--- config.mk ---
export PLATFORM = sky130hd
export DESIGN_NAME = response_transmitter_flat
export DESIGN_NICKNAME = d
export VERILOG_FILES = /design/src/rtl/response_transmitter_if.sv /design/src/rtl/response_transmitter.sv /design/src/flat_wrapper.sv
export SDC_FILE = /design/constraint.sdc
export NUM_CORES = 1
export LEC_CHECK = 0
export ABC_AREA = 0
export CAP_MARGIN = 30
export CORE_UTILIZATION = 45
export CTS_BUF_LIST = sky130_fd_sc_hd__clkbuf_8 sky130_fd_sc_hd__clkbuf_16
export CTS_CLUSTER_DIAMETER = 200
export CTS_CLUSTER_SIZE = 28
export DETAILED_ROUTE_END_ITERATION = 10
export GPL_TIMING_DRIVEN = 0
export PLACE_DENSITY = 0.67
export SYNTH_ARGS = -nofsm -noshare
export SYNTH_HDL_FRONTEND = slang
export SYNTH_SLANG_ARGS = --single-unit
--- constraint.sdc ---
create_clock -name clk -period 3.8 [get_ports clk]
set_clock_uncertainty 0.15 [all_clocks]
set_input_delay 0.76 -clock clk [delete_from_list [all_inputs] [get_ports clk]]
set_output_delay 0.76 -clock clk [all_outputs]
set_load 0.03 [all_outputs]
--- src/rtl/response_transmitter_if.sv ---
// Response handshake between the command engines and the UART return path.
// The engine side drives a response and its valid; the transmitter answers with ready.
interface response_transmitter_if;
  logic        rsp_valid;
  logic        rsp_ready;
  logic [1:0]  rsp_op;
  logic [1:0]  rsp_status;
  logic [31:0] rsp_key;
  logic [31:0] rsp_value;

  modport master (
    output rsp_valid, rsp_op, rsp_status, rsp_key, rsp_value,
    input  rsp_ready
  );

  modport slave (
    input  rsp_valid, rsp_op, rsp_status, rsp_key, rsp_value,
    output rsp_ready
  );
endinterface

--- src/rtl/response_transmitter.sv ---
// UART return path: frames one key-value response as 10 bytes (header, key, value,
// XOR checksum) and serializes them 8N1 on dcom_tx, paced by the shared baud tick.
module response_transmitter #(
  parameter int OVERSAMPLE = 16
) (
  input  logic                         clk,
  input  logic                         rst,
  input  logic                         tick_in,
  response_transmitter_if.slave        rsp,
  output logic                         dcom_tx,
  output logic                         busy,
  output logic                         frame_done
);

  typedef enum logic [2:0] {
    S_IDLE,
    S_START,
    S_DATA,
    S_STOP,
    S_DONE
  } state_t;

  localparam logic [7:0] TICK_LAST = 8'(OVERSAMPLE - 1);
  localparam logic [3:0] LAST_BYTE = 4'd9;

  function automatic logic [79:0] build_frame(
    input logic [1:0]  op,
    input logic [1:0]  status,
    input logic [31:0] key,
    input logic [31:0] value
  );
    logic [71:0] body;
    logic [7:0]  sum;
    body = {4'hA, status, op, key, value};
    sum  = '0;
    for (int i = 0; i < 9; i++) sum ^= body[8*i +: 8];
    return {body, sum};
  endfunction

  state_t      state_q, state_d;
  logic [7:0]  tick_cnt_q;
  logic [2:0]  bit_idx_q;
  logic [3:0]  byte_idx_q;
  logic [79:0] frame_q;
  logic        tx_d;
  logic        accept;
  logic        bit_end;
  logic        in_bit;
  logic [7:0]  cur_byte;

  assign in_bit   = (state_q == S_START) || (state_q == S_DATA) || (state_q == S_STOP);
  assign bit_end  = in_bit && tick_in && (tick_cnt_q == TICK_LAST);
  // Byte 0 sits in the top octet of the frame register.
  assign cur_byte = frame_q[(7'd72 - {byte_idx_q, 3'b000}) +: 8];

  assign rsp.rsp_ready = (state_q == S_IDLE);
  assign busy          = (state_q != S_IDLE);
  assign frame_done    = (state_q == S_DONE);

  always_comb begin
    state_d = state_q;
    tx_d    = dcom_tx;
    accept  = 1'b0;
    case (state_q)
      S_IDLE: begin
        tx_d = 1'b1;
        if (rsp.rsp_valid) begin
          accept  = 1'b1;
          state_d = S_START;
          tx_d    = 1'b0;
        end
      end
      S_START: begin
        if (bit_end) begin
          state_d = S_DATA;
          tx_d    = cur_byte[0];
        end
      end
      S_DATA: begin
        if (bit_end) begin
          if (bit_idx_q == 3'd7) begin
            state_d = S_STOP;
            tx_d    = 1'b1;
          end else begin
            tx_d = cur_byte[bit_idx_q + 3'd1];
          end
        end
      end
      S_STOP: begin
        if (bit_end) begin
          if (byte_idx_q == LAST_BYTE) begin
            state_d = S_DONE;
          end else begin
            state_d = S_START;
            tx_d    = 1'b0;
          end
        end
      end
      S_DONE: begin
        state_d = S_IDLE;
        tx_d    = 1'b1;
      end
      default: begin
        state_d = S_IDLE;
        tx_d    = 1'b1;
      end
    endcase
  end

  // Control state: FSM, line level and bit/byte/tick counters.
  always_ff @(posedge clk) begin
    if (rst) begin
      state_q    <= S_IDLE;
      dcom_tx    <= 1'b1;
      tick_cnt_q <= '0;
      bit_idx_q  <= '0;
      byte_idx_q <= '0;
    end else begin
      state_q <= state_d;
      dcom_tx <= tx_d;
      if (accept) begin
        tick_cnt_q <= '0;
        bit_idx_q  <= '0;
        byte_idx_q <= '0;
      end else if (in_bit && tick_in) begin
        tick_cnt_q <= bit_end ? 8'd0 : tick_cnt_q + 8'd1;
        if (bit_end && state_q == S_DATA) bit_idx_q <= bit_idx_q + 3'd1;
        if (bit_end && state_q == S_STOP && byte_idx_q != LAST_BYTE)
          byte_idx_q <= byte_idx_q + 4'd1;
      end
    end
  end

  // Response capture: frozen for the whole frame once accepted.
  always_ff @(posedge clk) begin
    if (accept) frame_q <= build_frame(rsp.rsp_op, rsp.rsp_status, rsp.rsp_key, rsp.rsp_value);
  end

endmodule

--- src/flat_wrapper.sv ---
// flat-port wrapper written by rule: the top's interface ports become plain ports
module response_transmitter_flat 
#(
  parameter int OVERSAMPLE = 16
)
  (clk, rst, tick_in, dcom_tx, busy, frame_done, rsp_rsp_valid, rsp_rsp_op, rsp_rsp_status, rsp_rsp_key, rsp_rsp_value, rsp_rsp_ready);
  response_transmitter_if rsp_i ();
  input  logic clk;
  input  logic rst;
  input  logic tick_in;
  output logic dcom_tx;
  output logic busy;
  output logic frame_done;
  input wire logic [$bits(rsp_i.rsp_valid)-1:0] rsp_rsp_valid;
  input wire logic [$bits(rsp_i.rsp_op)-1:0] rsp_rsp_op;
  input wire logic [$bits(rsp_i.rsp_status)-1:0] rsp_rsp_status;
  input wire logic [$bits(rsp_i.rsp_key)-1:0] rsp_rsp_key;
  input wire logic [$bits(rsp_i.rsp_value)-1:0] rsp_rsp_value;
  output wire logic [$bits(rsp_i.rsp_ready)-1:0] rsp_rsp_ready;
  assign rsp_i.rsp_valid = rsp_rsp_valid;
  assign rsp_i.rsp_op = rsp_rsp_op;
  assign rsp_i.rsp_status = rsp_rsp_status;
  assign rsp_i.rsp_key = rsp_rsp_key;
  assign rsp_i.rsp_value = rsp_rsp_value;
  assign rsp_rsp_ready = rsp_i.rsp_ready;
  response_transmitter #(.OVERSAMPLE(OVERSAMPLE)) u_core (.clk(clk), .rst(rst), .tick_in(tick_in), .rsp(rsp_i), .dcom_tx(dcom_tx), .busy(busy), .frame_done(frame_done));
endmodule
==> summary.txt <==
Status
  • Outcome: finished clean

Place
  • Dpl cell area: 0.005587 mm2
  • GP Congestion: ~0.79
  • Hpwl dp: ~6.3 mm
  • IO Port Bufs: 75
  • Post-placement setup slack: 0.6213 ns

STA
  • Worst-Margin Slew: between 0.5 and 0.6 ns
  • TNS Setup: 0 ns
  • Fin worst setup slack: around 0.63 ns
  • Hold WS: 0.3688 ns
  • Max-slew violation total from the final report: 0
  • Setup violators final: 0
  • Max_slew headroom: roughly two thirds
  • Max Freq: between 300 and 400 MHz
  • Crit share post-route: 83.36%
  • Final hold viol count: 0
  • Fin crit period: between 3 and 4 ns
  • RSZ-0062 raised after global routing: false

Global route
  • GRT overflow: 0
  • GR Util All Layers: between 10% and 20%
  • Wire length of the first global-routing pass: approximately 14 mm
  • Initial antenna violation count: 0
  • Maximum number of pins on one net before global-route repair: 42
  • Vias in the first global route: roughly 2,900

Detailed routing
  • Initial drt markers: about 190
  • Drt drc: 0
  • Pre-Repair DR Iteration Count: 4
  • Avg Vias per Cell: ~5.1
  • Final Routed Wirelength: between 8 and 9 mm
  • Via count of the routed design: about 2,800
  • Routed Antenna Nets: 0
  • WL per Instance: ~16 um

Floorplan
  • Chip Height: between 100 and 150 um
  • # IOs: between 70 and 80
  • Row count: 36
  • Core Area: a little under 0.01 mm2
  • DIE AREA: roughly 0.011 mm2
  • Initial core utilization: between 40 and 50%
  • Width of the die: slightly above 100 um

Worst setup path
  • Arrival @ worst endpoint: about 3.3 ns
  • Crit path cell chain: buf_2 > inv_1 > ha_1 > xnor2_2 > nand2_1 > o41a_1 > o211ai_1 > o2111ai_1 > a32oi_1
  • CP startpoint kind: register
  • Worst Path Buf+Inv: 2
  • Kind of critical path: reg -> reg
  • Crit end category: register
  • Slowest cell on the critical path: dfxtp_1
  • Crit path largest cell delay: between 0.5 and 0.6 ns
  • CP required: between 3 and 4 ns
  • Top delay family on crit path: compound AO/OA/AOI/OAI gates
  • Crit path max fanout: 10

Clock tree
  • Clk buf depth: 2
  • Cts hold-fix bufs: 0
  • # resized after CTS: 0
  • CTS sink count: between 90 and 100
  • Clock slew at reported path FFs: approximately 0.090 ns
  • Root buffer cell: clkbuf_8
  • CTS buffer count: 9
  • Post-CTS setup repair buffer count: 0
  • # H-tree levels: 3
  • TritonCTS clock tree: yes
  • Worst-Skew Late Latency: between 0.3 and 0.4 ns

Final layout
  • Layout fillers: 852
  • Commonest non-fill, non-tap cells in the layout: 76 x edfxtp_1, 75 x clkdlybuf4s50_1, 55 x xnor2_1
  • Area Growth Syn to Fin: 24.96%
  • Design Area, Final: around 0.0058 mm2
  • Total Nets Final: around 500
  • Share of layout cells above drive strength 1: 9.856%
  • Antenna cells: 0
  • Most common cell after layout, fill and taps aside: edfxtp_1

Pwr
  • Worst vdd rail ir drop: between 0.15 and 0.2 mV
  • Power density cells: about 390 mW/mm2
  • P_leak: just under 2 nW

Synthesis
  • Synth Register Bits: 95
  • Synth async-reset ratio: 0%
  • Ys flop type: edfxtp_1
  • Post-synthesis sequential area ratio: between 50% and 60%
  • Avg Inst Size Synth: between 10 and 15 um2
  • Post-synth cell types: 54
  • Post-synth EDFFs: 76
  • Synthesized area: about 0.0046 mm2
  • Post-synthesis net count: 403
  • Syn Inst Count: approximately 320
  • Synth warn: 0

Hold path
  • Worst hold path class: reg -> reg

Flow run
  • Max Cap Violations: 0
-- where the power goes --
group          internal (mW)  switching (mW)  leakage [nW]
registers               1.22          0.0160         0.884
logic                  0.172           0.133         0.965
clock network          0.371           0.358         0.102
total                   1.76           0.507          1.95
-- worst register-to-register path: stages, from the launching register on --
cell,delay [ns]
dfxtp_1,0.51
buf_2,0.39
inv_1,0.19
ha_1,0.29
xnor2_2,0.37
nand2_1,0.20
o41a_1,0.45
o211ai_1,0.11
o2111ai_1,0.19
a32oi_1,0.25
-- logic make-up (layout without fill, tap and decap cells) --
| logic type | count (synthesis) | count (layout) | share of synthesized area (%) |
|---|---|---|---|
| flops | 95 | 95 | 57.30 |
| simple gates | 79 | 79 | 9.451 |
| xor+xnor | 72 | 72 | 13.73 |
| compound gates | 28 | 28 | 4.201 |
| mux | 27 | 27 | 11.09 |
| buf+inv | 16 | 108 | 2.343 |
| fa+ha+maj | 7 | 7 | 1.885 |
-- cell type report --
| type | count | area (um2) | share of cell area (%) |
|---|---|---|---|
| Sequential cell | 95 | 2663 | 45.85 |
| Multi-Input combinational cell | 213 | 1878 | 32.34 |
| Timing Repair Buffer | 76 | 770.7 | 13.27 |
| Tap cell | 133 | 166.4 | 2.866 |
| Clock buffer | 9 | 123.9 | 2.133 |
| Clock inverter | 7 | 96.34 | 1.659 |
| Buffer | 11 | 90.09 | 1.551 |
| Inverter | 5 | 18.77 | 0.3232 |
-- final timing paths --
kind	from	endpoint	slack, ns	cells after the start
worst max-delay path	u_core.byte_idx_q[1]	u_core.dcom_tx	0.63	9
worst max register to register	u_core.byte_idx_q[1]	u_core.dcom_tx	0.63	9
worst min register to register	u_core.bit_idx_q[1]	u_core.bit_idx_q[1]	0.37	2
worst min-delay path	u_core.bit_idx_q[1]	u_core.bit_idx_q[1]	0.37	2
-- per-layer routing --
metal  vias up  GRT usage, %  routed length (um)
met5         -             0                   0
met4         0         6.211                 106
met3         8         3.965                 350
met2        78         28.33                4193
met1      1353         22.93                4071
li1       1388             -                   -
-- metrics by stage --
step | instances | power [mW] | util [%]
finish | 549 | 2.269 | 58.60
global route | 549 | 2.358 | 58.60
CTS | 549 | 2.288 | 58.60
detailed placement | 533 | 1.569 | 56.38
global placement | 532 | 1.556 | 56.16
floorplan | 324 | 1.430 | -
-- cell usage after synthesis, drive strengths merged, types with 2 or more instances --
cell | number | area (um2)
buf | 8 | 78.83
or2 | 2 | 12.51
xnor2 | 56 | 498.0
clkbuf | 3 | 11.26
a32oi | 2 | 17.52
and2 | 3 | 18.77
mux4 | 15 | 390.4
nand4 | 2 | 12.51
nor3 | 7 | 46.30
mux2 | 4 | 45.04
dfxtp | 19 | 380.4
nand3 | 9 | 50.05
a31oi | 2 | 12.51
nand2b | 4 | 25.02
nand2 | 12 | 45.04
a21oi | 7 | 35.03
ha | 7 | 87.58
xor2 | 16 | 140.1
inv | 5 | 18.77
mux2i | 8 | 80.08
nor4 | 4 | 31.28
nor2 | 23 | 88.84
o21ai | 4 | 20.02
and3 | 6 | 40.03
nor3b | 3 | 22.52
edfxtp | 76 | 2282
-- flip-flops by register name, indices dropped and copies added, names as in the netlist --
signal / flops
u_core.byte_idx_q: 4
u_core.frame_q: 76
u_core.state_q: 3
u_core.dcom_tx: 1
u_core.tick_cnt_q: 8
u_core.bit_idx_q: 3
Note: power is estimated with default switching activity, not from simulation.
